[src/rtl/sevseg_pkg.sv]
// Shared definitions for the seven-segment scan driver: the segment
// vector type, the hex decode table (abcdefg, a = MSB, 0 = segment ON)
// and the all-segments-off pattern.
package sevseg_pkg;

    typedef logic [6:0] seg_t;

    localparam seg_t SEG_BLANK = 7'b1111111;

    localparam seg_t SEG_TABLE [16] = '{
        7'b0000001,  // 0
        7'b1001111,  // 1
        7'b0010010,  // 2
        7'b0000110,  // 3
        7'b1001100,  // 4
        7'b0100100,  // 5
        7'b0100000,  // 6
        7'b0001111,  // 7
        7'b0000000,  // 8
        7'b0000100,  // 9
        7'b0001000,  // A
        7'b1100000,  // b
        7'b0110001,  // C
        7'b1000010,  // d
        7'b0110000,  // E
        7'b0111000   // F
    };

endpackage

[src/rtl/hex_to_seg.sv]
// Combinational nibble-to-segment lookup driven by the package decode table.
module hex_to_seg
    import sevseg_pkg::*;
(
    input  logic [3:0] nibble,
    output seg_t       seg
);

    assign seg = SEG_TABLE[nibble];

endmodule

[src/rtl/seven_seg_scan_driver.sv]
// Multiplexed seven-segment scan driver. A divider holds each digit slot
// for REFRESH_DIV cycles, the first BLANK_CYCLES of which are dark to
// suppress ghosting. New display data is staged in a pending buffer by
// 'load' and only promoted at a frame boundary so a frame never mixes
// old and new contents. All outputs are registered, one cycle behind the
// divider/index state.
// Optional feature: define SEVSEG_LZB_EN for leading-zero blanking.
module seven_seg_scan_driver
    import sevseg_pkg::*;
#(
    parameter int N_DIGITS     = 8,
    parameter int REFRESH_DIV  = 100000,
    parameter int BLANK_CYCLES = 16
)(
    input  logic                  clk,
    input  logic                  rst_n,
    input  logic [4*N_DIGITS-1:0] value,
    input  logic [N_DIGITS-1:0]   digit_en,
    input  logic [N_DIGITS-1:0]   dp_in,
    input  logic                  load,
    output logic [6:0]            sevenSeg,
    output logic                  dp,
    output logic [N_DIGITS-1:0]   anodes,
    output logic                  frame_done
);

    localparam int DIV_W = $clog2(REFRESH_DIV);
    localparam int IDX_W = $clog2(N_DIGITS);

    logic [DIV_W-1:0]      div_q, div_d;
    logic [IDX_W-1:0]      idx_q, idx_d;

    logic [4*N_DIGITS-1:0] pend_value_q, pend_value_d;
    logic [N_DIGITS-1:0]   pend_en_q, pend_en_d;
    logic [N_DIGITS-1:0]   pend_dp_q, pend_dp_d;
    logic                  pend_flag_q, pend_flag_d;

    logic [4*N_DIGITS-1:0] disp_value_q, disp_value_d;
    logic [N_DIGITS-1:0]   disp_en_q, disp_en_d;
    logic [N_DIGITS-1:0]   disp_dp_q, disp_dp_d;

    seg_t                  seg_q, seg_d;
    logic                  dp_q, dp_d;
    logic [N_DIGITS-1:0]   anodes_q, anodes_d;
    logic                  frame_done_q, frame_done_d;

    logic [3:0]            sel_nibble;
    logic                  sel_en;
    logic                  sel_dp;
    logic                  sel_lzb;
    seg_t                  sel_seg;

    // Advance the divider and digit index; frame_done_q is registered from
    // the next state so it is high exactly while the final frame cycle runs
    always_comb begin
        div_d = div_q + DIV_W'(1);
        idx_d = idx_q;
        if (div_q == DIV_W'(REFRESH_DIV - 1)) begin
            div_d = '0;
            if (idx_q == IDX_W'(N_DIGITS - 1)) begin
                idx_d = '0;
            end else begin
                idx_d = idx_q + IDX_W'(1);
            end
        end
        frame_done_d = (div_d == DIV_W'(REFRESH_DIV - 1)) &&
                       (idx_d == IDX_W'(N_DIGITS - 1));
    end

    // Stage loads in the pending buffer; promote only at a frame end, and a
    // load landing on the frame end supersedes whatever was pending
    always_comb begin
        pend_value_d = pend_value_q;
        pend_en_d    = pend_en_q;
        pend_dp_d    = pend_dp_q;
        pend_flag_d  = pend_flag_q;
        disp_value_d = disp_value_q;
        disp_en_d    = disp_en_q;
        disp_dp_d    = disp_dp_q;
        if (load) begin
            pend_value_d = value;
            pend_en_d    = digit_en;
            pend_dp_d    = dp_in;
            pend_flag_d  = 1'b1;
        end else if (frame_done_q && pend_flag_q) begin
            disp_value_d = pend_value_q;
            disp_en_d    = pend_en_q;
            disp_dp_d    = pend_dp_q;
            pend_flag_d  = 1'b0;
        end
    end

    // Pick the nibble, enable and decimal point of the digit being scanned
    always_comb begin
        sel_nibble = '0;
        sel_en     = 1'b0;
        sel_dp     = 1'b0;
        for (int i = 0; i < N_DIGITS; i++) begin
            if (idx_q == IDX_W'(i)) begin
                sel_nibble = disp_value_q[4*i +: 4];
                sel_en     = disp_en_q[i];
                sel_dp     = disp_dp_q[i];
            end
        end
    end

`ifdef SEVSEG_LZB_EN
    logic [N_DIGITS-1:0] lzb_mask;
    logic                lzb_run;

    // Walk down from the top digit: blanking continues while nibbles are
    // zero with no lit point, and digit 0 is never part of the run
    always_comb begin
        lzb_mask = '0;
        lzb_run  = 1'b1;
        sel_lzb  = 1'b0;
        for (int i = N_DIGITS - 1; i >= 1; i--) begin
            lzb_run     = lzb_run && (disp_value_q[4*i +: 4] == 4'h0) && !disp_dp_q[i];
            lzb_mask[i] = lzb_run;
        end
        for (int i = 0; i < N_DIGITS; i++) begin
            if (idx_q == IDX_W'(i)) begin
                sel_lzb = lzb_mask[i];
            end
        end
    end
`else
    assign sel_lzb = 1'b0;
`endif

    hex_to_seg u_hex_to_seg (
        .nibble (sel_nibble),
        .seg    (sel_seg)
    );

    // Output stage: dark during the ghost-blank window, otherwise select the
    // anode and show the decoded digit unless it is disabled or zero-blanked
    always_comb begin
        seg_d    = SEG_BLANK;
        dp_d     = 1'b1;
        anodes_d = '1;
        if (div_q >= DIV_W'(BLANK_CYCLES)) begin
            for (int i = 0; i < N_DIGITS; i++) begin
                anodes_d[i] = (idx_q != IDX_W'(i));
            end
            if (sel_en && !sel_lzb) begin
                seg_d = sel_seg;
                dp_d  = !sel_dp;
            end
        end
    end

    // State and output registers with asynchronous active-low clear
    always_ff @(posedge clk or negedge rst_n) begin
        if (!rst_n) begin
            div_q        <= '0;
            idx_q        <= '0;
            pend_value_q <= '0;
            pend_en_q    <= '0;
            pend_dp_q    <= '0;
            pend_flag_q  <= 1'b0;
            disp_value_q <= '0;
            disp_en_q    <= '0;
            disp_dp_q    <= '0;
            seg_q        <= SEG_BLANK;
            dp_q         <= 1'b1;
            anodes_q     <= '1;
            frame_done_q <= 1'b0;
        end else begin
            div_q        <= div_d;
            idx_q        <= idx_d;
            pend_value_q <= pend_value_d;
            pend_en_q    <= pend_en_d;
            pend_dp_q    <= pend_dp_d;
            pend_flag_q  <= pend_flag_d;
            disp_value_q <= disp_value_d;
            disp_en_q    <= disp_en_d;
            disp_dp_q    <= disp_dp_d;
            seg_q        <= seg_d;
            dp_q         <= dp_d;
            anodes_q     <= anodes_d;
            frame_done_q <= frame_done_d;
        end
    end

    assign sevenSeg   = seg_q;
    assign dp         = dp_q;
    assign anodes     = anodes_q;
    assign frame_done = frame_done_q;

endmodule

[config.mk]
export PLATFORM = sky130hd
export DESIGN_NAME = seven_seg_scan_driver
export DESIGN_NICKNAME = d
export VERILOG_FILES = /design/src/rtl/sevseg_pkg.sv /design/src/rtl/hex_to_seg.sv /design/src/rtl/seven_seg_scan_driver.sv
export SDC_FILE = /design/constraint.sdc
export NUM_CORES = 1
export LEC_CHECK = 0
export BUFFER_PORTS_ARGS = -buffer_cell sky130_fd_sc_hd__buf_2
export CAP_MARGIN = 30
export CORE_MARGIN = 1
export CORE_UTILIZATION = 35
export CTS_CLUSTER_SIZE = 28
export DETAILED_ROUTE_END_ITERATION = 8
export PLACE_DENSITY = 0.61
export SYNTH_ARGS = -nofsm -noshare
export SYNTH_HDL_FRONTEND = slang
export SYNTH_SLANG_ARGS = --single-unit
[constraint.sdc]
create_clock -name clk -period 6.8 [get_ports clk]
set_clock_uncertainty 0.2 [all_clocks]
set_input_delay 1.36 -clock clk [delete_from_list [all_inputs] [get_ports clk]]
set_output_delay 1.36 -clock clk [all_outputs]
set_load 0.02 [all_outputs]
# After elaboration in Yosys (flattened, before gate mapping)
# Memory sizes are Yosys's and may differ from the RTL's.
# Cells that the tools add are included.
[word_totals] register_bits=134 latchBits=0 ramBits=0 rom_bits=112 in_bits=51 output_inout_bits=17 n_memories=1
[op_classes] add_sub_neg=2 multipliers=0 n_div=0 magnitude_cmp=2 n_eq_ne=17 shifts=0 n_mux=36 bitwise=2 n_reduce_logical=7
[memory_table] memory="(name not given)" words=16 width=7 rd=1 rd_clocked_by_memory_dff=0 wr=0 line="hex_to_seg.sv:9" source="assign seg = SEG_TABLE[nibble];"
[ops] cell="17-bit == test (second input constant)" n=2
[ops] cell="4-bit 2-to-1 mux" n=8
[ops] cell="7-bit 2-to-1 mux" n=4
[ops] cell="1-bit 2-to-1 mux" n=20
[ops] cell="17-bit by 1-bit adder with 17-bit output (second input constant)" n=1
[ops] cell="17-bit by 5-bit greater-or-equal comparator with 1-bit output (second input constant)" n=1
[ops] cell="17-bit 2-to-1 mux" n=1
[ops] cell="3-bit == test (second input constant)" n=5
[ops] cell="3-bit != test (second input constant)" n=4
[ops] cell="8-bit 2-to-1 mux" n=1
[ops] cell="3-bit by 2-bit == test with 1-bit output (second input constant)" n=2
[ops] cell="3-bit 2-to-1 mux" n=2
[ops] cell="3-bit by 2-bit != test with 1-bit output (second input constant)" n=2
[ops] cell="5-bit greater-or-equal comparator (second input constant)" n=1
[ops] cell="4-bit NOT with 5-bit output" n=1
[ops] cell="3-bit by 1-bit adder with 3-bit output (second input constant)" n=1
[ops] cell="3-bit by 1-bit == test with 1-bit output (second input constant)" n=1
[ops] cell="3-bit zero test" n=1
[ops] cell="3-bit by 1-bit != test with 1-bit output (second input constant)" n=1
[ops] cell="3-bit nonzero test" n=1
[ops] cell="1-bit logical AND" n=2
[ops] cell="2-bit AND reduction" n=1
[ops] cell="2-bit nonzero test" n=1
[ops] cell="1-bit zero test" n=1
[ops] cell="1-bit NOT" n=1

# Longest topological paths before layout
# Gate-level depths: netlist of the first run.
[depth] depth_word=15 depth_mapped=13 depth_no_buf=12

# Hierarchy
# A second synthesis of the first run with hierarchy kept.
[hier_totals] cells_unflattened=495 area_unflattened_um2=6192.2
[modules_own_cells] module="seven_seg_scan_driver" instances=1 cells_per_inst=464 area_per_inst_um2=5938.2 seq_area_each_um2=3373.2
[modules_own_cells] module="hex_to_seg" instances=1 cells_per_inst=31 area_per_inst_um2=254.0 seq_area_each_um2=0.0

# Least setup slack after synthesis of the first run
# No wires, ideal clock.
[synth_path] path_type="in2reg" from="in load" to="reg disp_value_q[19]" setup_ns=0.125 arrival_ns=2.535 required_time_ns=6.475 setup_slack_ns=3.940 stages=4 cell_sequence="nand3b_1 > clkbuf_1 > buf_1 > mux2_2"
[synth_between] elab_chain_len=2
[synth_lines] element="from (decl)" line="seven_seg_scan_driver.sv:20" source="input logic load,"
[synth_lines] element="1-bit NOT (no source line)"
[synth_lines] element="2-bit AND reduction (no source line)"
[synth_lines] element="to (signal assigned)" line="seven_seg_scan_driver.sv:176" source="disp_value_q <= disp_value_d;"
[synth_lines] element="to (decl)" line="seven_seg_scan_driver.sv:38" source="logic [4*N_DIGITS-1:0] disp_value_q, disp_value_d;"
# No other way between the ends.
# A chain may end at the register's enable or synchronous reset.

# Final worst setup path of the first run
[layout_path] from="reg idx_q[2]" to="reg seg_q[0] (netlist: sevenSeg[0])"
[layout_between] elab_chain_len=15 word_cells_on_any_way=30 classes_between="eq/ne (7); mux (20); bitwise (1); reduce/logical (1); memory (1)"
[layout_lines] element="from (decl)" line="seven_seg_scan_driver.sv:31" source="logic [IDX_W-1:0] idx_q, idx_d;"
[layout_lines] element="from (signal assigned)" line="seven_seg_scan_driver.sv:171" source="idx_q <= idx_d;"
[layout_lines] element="3-bit zero test" line="seven_seg_scan_driver.sv:99" source="if (idx_q == IDX_W'(i)) begin"
[layout_lines] element="4-bit 2-to-1 mux (8 in series)" line="seven_seg_scan_driver.sv:99"
[layout_lines] element="4-bit NOT with 5-bit output (not written as such)" line="hex_to_seg.sv:9"
[layout_lines] element="memory 16 x 7 bit"
[layout_lines] element="7-bit 2-to-1 mux (not written as such) (2 in series)" line="hex_to_seg.sv:9"
[layout_lines] element="7-bit 2-to-1 mux *" line="seven_seg_scan_driver.sv:146" source="if (sel_en && !sel_lzb) begin"
[layout_lines] element="7-bit 2-to-1 mux *" line="seven_seg_scan_driver.sv:142" source="if (div_q >= DIV_W'(BLANK_CYCLES)) begin"
[layout_lines] element="named net seg_d[0]" line="seven_seg_scan_driver.sv:42" source="seg_t seg_q, seg_d;"
[layout_lines] element="to (signal assigned)" line="seven_seg_scan_driver.sv:179" source="seg_q <= seg_d;"
[layout_lines] element="to (decl)" line="seven_seg_scan_driver.sv:42"
# Mark *: on every way through the listed nets, which the timed path passes. The rest lies on a longest branch. The select of a mux whose other input is x is not followed.

==> results.json, run 1 <==
{
  "setup_tns_ps": 0,
  "root_buffer": "clkbuf_16",
  "path_cells": "inv_1 > ha_1 > a2111oi_0 > a221o_1 > a21oi_1 > a21oi_2 > inv_2 > ha_1 > mux2_1 > nand2_1 > o211ai_1",
  "dr.pass1.iters": 4,
  "rsz0062_at_grt": "no",
  "dp_hpwl_um": 8830,
  "start_kind": "flip-flop",
  "ys_seq_elements": 134,
  "final_nets": 620,
  "grt_usage": 0.152,
  "crit_top_cell": "ha_1",
  "routed_via_density": 5.05,
  "r2r_start": "idx_q[2]",
  "clkLatencyLatePin_ps": 420,
  "io_buffers": 67,
  "cp-end-kind": "flip-flop",
  "p_leak_nw": 3.24,
  "wl_per_cell_um": 16.0,
  "clk_pin_slew_ps": 60,
  "fin_crit_ps": 3640,
  "ys_warn_count": 0,
  "ant_nets": 0,
  "synth-edff-count": 0,
  "crit_type": "flip-flop to flip-flop",
  "syn2layout_area_growth_pct": 18.2,
  "instances_no_fill": 788,
  "slew_viol_final": 0,
  "synth_fp_nets": 559,
  "dp.cells": 756,
  "tritoncts": "yes",
  "diodes": 0,
  "cp_max_fo": 26,
  "crit_required_ps": 6920,
  "route.detailed.drc": 0,
  "wl_um": 12600,
  "fin_area_um2": 7190,
  "cts_buffers": 17,
  "synth_flop_cell": "dfrtp_1",
  "clockBufferDepth": 2,
  "start_util": 0.363,
  "synth_cells": 494,
  "synth.distinct_cells": 53,
  "antenna_found_initial": 0,
  "grt_first_pass_wirelength_um": 20800,
  "power_density_nw_per_um2": 254,
  "placed_area_um2": 6600,
  "grt_pass1_vias": 4029,
  "crit_path_start": "idx_q[2]",
  "setup_viol": 0,
  "min_from": "pend_flag_q",
  "grt-ovfl-total": 0,
  "tightest_slew_ps": 856,
  "total_power_mw": 1.83,
  "crit_arrival_ps": 3750,
  "critPathSlowestCell": "dfrtp_1",
  "gp_congestion": 0.836,
  "slew_headroom": 0.430,
  "num_vias": 3979,
  "synth_area_um2": 6080,
  "dieArea_um2": 17900,
  "async_reset_ff_frac": 1.00,
  "cts_resized": 0,
  "die_w_um": 134,
  "clkSinkCount": 134,
  "core.rowCount": 47,
  "fmax_ghz": 0.275,
  "die_h_um": 134,
  "post_cts_buffers": 0,
  "synth-seq-area-share": 0.555,
  "irDropWorstVdd_v": 0.000190,
  "drive_above_1_share": 0.394,
  "first_iter_violations": 250,
  "cpPeakStageDelay_ps": 820,
  "pin_count": 68,
  "hold_class": "flip-flop to flip-flop",
  "placement.setup.worst_slack_ps": 3230,
  "postCtsHoldBufs": 0,
  "avgSynthCellArea_um2": 12.3,
  "fin_crit_sh": 0.535,
  "hold_viol": 0,
  "core_area_um2": 16800,
  "fin_ws_ps": 3160,
  "grt_max_degree": 69,
  "maxCapViolations": 0,
  "status": "complete, no violations",
  "cts_max_level": 4
}
==> state kept, by name (all words and copies together), names as in the netlist <==
| register | count |
|---|---|
| frame_done | 1 |
| disp_dp_q | 8 |
| disp_value_q | 32 |
| pend_dp_q | 8 |
| pend_en_q | 8 |
| anodes | 8 |
| pend_value_q | 32 |
| idx_q | 3 |
| disp_en_q | 8 |
| pend_flag_q | 1 |
| div_q | 17 |
| sevenSeg | 7 |
| dp | 1 |
==> worst max-delay path, delay by kind of cell, from the launching register on <==
family / cells / cell delay (ps)
DFF: 1 / 820
muxes: 1 / 310
and+or+nand+nor: 1 / 70
buffers and inverters: 2 / 350
adders and majority gates: 2 / 680
AOI/OAI and AO/OA: 5 / 1090
==> path summary, 6_finish.rpt <==
check                      cells after the start  slack (ps)                to
hold reg to reg                                1         280       pend_flag_q
max in group asynchronous                      2        4190  disp_value_q[27]
setup / recovery                              11        3160       sevenSeg[0]
min in group asynchronous                      1         850  disp_value_q[14]
hold / removal                                 1         280       pend_flag_q
setup reg to reg                              11        3160       sevenSeg[0]
==> Yosys cell counts, types with 2 or more instances <==
cell       number  area (um2)
nor2_1         16        60.1
xor2_1          9        78.8
dfrtp_1       118        2950
nor4_1          3        18.8
buf_2          12        60.1
a21oi_1        27         135
nand2_2         2        12.5
a2111oi_0       2        17.5
or3_1           2        12.5
a21o_1          2        15.0
nand4b_1        2        17.5
a221o_1         2        20.0
ha_1           14         175
clkbuf_1        9        33.8
and3_1          6        37.5
nor2b_1         6        37.5
o21ai_0        18        90.1
and2_4          2        17.5
buf_1           7        26.3
a211oi_1        4        30.0
nand4_1         4        25.0
inv_1          17        63.8
dfstp_2        16         420
xnor2_1         6        52.6
o21ai_1         2        10.0
nand2_1        33         124
mux2_2         97        1090
a21oi_2         3        26.3
and4_1          2        17.5
or4_1           2        15.0
mux2_1          2        22.5
o221ai_1        2        17.5
nor3_1          4        20.0
nand3b_1        5        37.5
o211ai_1        4        30.0
nand3_1        12        60.1
mux2i_1         4        40.0
==> area by class of cell <==
cell class	count	area, um2
clock inverters	9	125
multi-input cells	314	2520
repair buffers	70	360
clock buffers	23	468
well taps	220	275
flip-flops and latches	134	3370
inverters	18	67.6
fillers	1559	9570
==> cells in the final DEF, fill, tap and decap left out, drive strengths merged, types with 9 or more instances in the layout <==
master    n
dfrtp   118
mux2    100
buf      70
nand2    35
a21oi    30
clkbuf   23
o21ai    20
inv      18
nor2     16
dfstp    16
ha       14
nand3    12
xor2      9
==> cells by family after synthesis <==
kind of cell | after synthesis | synth area share
AO/OA/AOI/OAI | 76 | 0.0798
XOR/XNOR | 15 | 0.0216
adder cells (fa/ha/maj) | 14 | 0.0288
buffers and inverters | 46 | 0.0309
flip-flops | 134 | 0.555
multiplexers | 104 | 0.192
AND/OR/NAND/NOR | 105 | 0.0920
==> per-layer routing <==
layer | vias up | global-route usage | routed length (um)
met5 | - | 0 | 0
met4 | 0 | 0.0726 | 315
met3 | 24 | 0.0461 | 559
met2 | 93 | 0.239 | 6120
met1 | 1985 | 0.191 | 5600
li1 | 1877 | - | -
==> stage by stage <==
stage / utilization / hold slack (ps)
3_3_place_gp: 0.394 / 262
2_1_floorplan: - / 226
5_1_grt: 0.429 / 303
4_1_cts: 0.429 / 284
6_report: 0.429 / 281
3_5_place_dp: 0.394 / 271
==> power breakdown <==
| part | switching (mW) | internal, mW | total, mW | leakage, nW |
|---|---|---|---|---|
| logic | 0.0308 | 0.0363 | 0.0671 | 1.26 |
| clock network | 0.322 | 0.593 | 0.914 | 0.287 |
| registers | 0.0163 | 0.827 | 0.844 | 1.69 |
Power figures use the tool's default switching activity.
==> run 2, diff against run 1 <==
--- a/config.mk
+++ b/config.mk
@@ -11,7 +11,7 @@
 export CORE_UTILIZATION = 35
 export CTS_CLUSTER_SIZE = 28
 export DETAILED_ROUTE_END_ITERATION = 8
-export PLACE_DENSITY = 0.61
+export PLACE_DENSITY = 0.63
 export SYNTH_ARGS = -nofsm -noshare
 export SYNTH_HDL_FRONTEND = slang
 export SYNTH_SLANG_ARGS = --single-unit
==> constraint.sdc (replaced) <==
create_clock -name clk -period 3.2 [get_ports clk]
set_clock_uncertainty 0.2 [all_clocks]
set_input_delay 0.64 -clock clk [delete_from_list [all_inputs] [get_ports clk]]
set_output_delay 0.64 -clock clk [all_outputs]
set_load 0.02 [all_outputs]
==> run 2 against run 1 <==
Compared with the run above: setup slack got worse by 2900 ps; via count decreased by 0.23%; total power up 120%; sequential cell count unchanged; largest power group unchanged; wire length is 2.0% higher; non-clock buffer count is 10 higher; combinational power rose by 120%; critical path depth rose by 1; first-iteration DRC count decreased by 44%; count of clock-buffer cells in the layout grew 2; sequential share of layout area down 0.81 points.
==> results.json, run 2 (same netlist as run 1, synthesis figures left out) <==
{
  "maxCapViolations": 0,
  "dp.cells": 765,
  "grt_usage": 0.156,
  "final_nets": 630,
  "die_w_um": 134,
  "clk_pin_slew_ps": 60,
  "clkSinkCount": 134,
  "core_area_um2": 16800,
  "status": "complete, no violations",
  "syn2layout_area_growth_pct": 20.3,
  "cts_max_level": 4,
  "irDropWorstVdd_v": 0.000353,
  "cpPeakStageDelay_ps": 430,
  "total_power_mw": 3.95,
  "cpLargestDelayFamily": "compound AO/OA/AOI/OAI gates",
  "grt_first_pass_wirelength_um": 21500,
  "io_buffers": 67,
  "root_buffer": "clkbuf_16",
  "antenna_found_initial": 0,
  "largestRegisters": "disp_value_q x32, pend_value_q x32, div_q x17",
  "ant_nets": 0,
  "grt_pass1_vias": 4154,
  "crit_arrival_ps": 3050,
  "path_cells": "inv_1 > ha_2 > a21oi_1 > a2111oi_1 > a221o_1 > a21oi_1 > a21oi_2 > inv_1 > ha_1 > mux2_1 > nand2_1 > o211ai_1",
  "pin_count": 68,
  "grt-ovfl-total": 0,
  "hold_viol": 0,
  "gp_congestion": 0.898,
  "cts_buffers": 17,
  "cp-end-kind": "flip-flop",
  "slew_viol_final": 0,
  "drive_above_1_share": 0.408,
  "dr.pass1.iters": 4,
  "fin_crit_sh": 0.918,
  "cp_num_buf_inv": 2,
  "first_iter_violations": 140,
  "final_cell_mix": "dfrtp_1 (118), mux2_2 (97), buf_2 (66)",
  "num_vias": 3970,
  "dieArea_um2": 17900,
  "fmax_ghz": 0.341,
  "clkLatencyLatePin_ps": 420,
  "setup_viol": 0,
  "slew_headroom": 0.585,
  "instances_no_fill": 798,
  "route.detailed.drc": 0,
  "diodes": 0,
  "p_leak_nw": 3.31,
  "power_density_nw_per_um2": 540,
  "post_cts_buffers": 0,
  "rsz0062_at_grt": "no",
  "setup_tns_ps": 0,
  "fin_crit_ps": 2940,
  "tightest_slew_ps": 623,
  "tritoncts": "yes",
  "wl_um": 12900,
  "critPathSlowestCell": "dfrtp_1",
  "hold_class": "primary input to flip-flop",
  "dp_hpwl_um": 9280,
  "die_h_um": 134,
  "start_kind": "flip-flop",
  "crit_required_ps": 3310,
  "routed_via_density": 4.97,
  "core.rowCount": 47,
  "final_common_cell": "dfrtp_1",
  "start_util": 0.363,
  "grt_max_degree": 67,
  "crit_type": "flip-flop to flip-flop",
  "clockBufferDepth": 2,
  "cp_max_fo": 11,
  "wl_per_cell_um": 16.1
}
[run 2: changes by cell type in the layout (fill, tap and decap cells not counted), sizes merged]
cell / before / now
dlygate4sd3: 0 / 1
clkinvlp: 2 / 0
buf: 70 / 79
clkbuf: 23 / 25
[run 2: layout make-up]
class | count | area, um2
Tap cell | 220 | 275
Clock buffer | 25 | 505
Inverter | 18 | 67.6
Clock inverter | 7 | 118
Multi-Input combinational cell | 314 | 2530
Timing Repair Buffer | 80 | 450
Sequential cell | 134 | 3370
Fill cell | 1568 | 9440
[run 2: power breakdown]
part	leakage, nW	switching (mW)	total, mW	internal, mW
sequential	1.69	0.0348	1.79	1.76
clock	0.307	0.679	2.01	1.33
combinational	1.32	0.0671	0.148	0.0806
[run 2: per-layer routing]
metal / part of all wire / vias to the layer above / track usage / routed length, um
met5: 0 / - / 0 / 0
met4: 0.015 / 0 / 0.0499 / 191
met3: 0.038 / 16 / 0.0461 / 489
met2: 0.47 / 78 / 0.246 / 6070
met1: 0.48 / 1977 / 0.204 / 6110
li1: - / 1899 / - / -
[run 2: path summary, 6_finish.rpt]
| kind | startpoint | to | slack (ps) | cells past startpoint |
|---|---|---|---|---|
| max | idx_q[0] | sevenSeg[1] | 260 | 12 |
| min | value[8] | pend_value_q[8] | 250 | 2 |
| max reg2reg | idx_q[0] | sevenSeg[1] | 260 | 12 |
| min reg2reg | disp_dp_q[7] | dp | 280 | 1 |
| max in group asynchronous | rst_n | anodes[7] | 1430 | 3 |
| min in group asynchronous | rst_n | pend_value_q[4] | 530 | 2 |
[run 2: through the flow]
stage	setup slack, ps	cell area, um2	utilization	hold slack (ps)
finish	263	7320	0.437	249
global route	28.5	7320	0.437	237
CTS	169	7310	0.436	234
detailed placement	182	6680	0.398	269
global placement	315	6680	0.398	261
floorplan	527	6080	-	144
[run 2: timing repair]
item                                    in CTS  in global routing
resized for setup                            0                  3
hold buffers                                 1                  0
hold endpoints to repair                    35                  0
endpoints found under the setup margin       0                  3
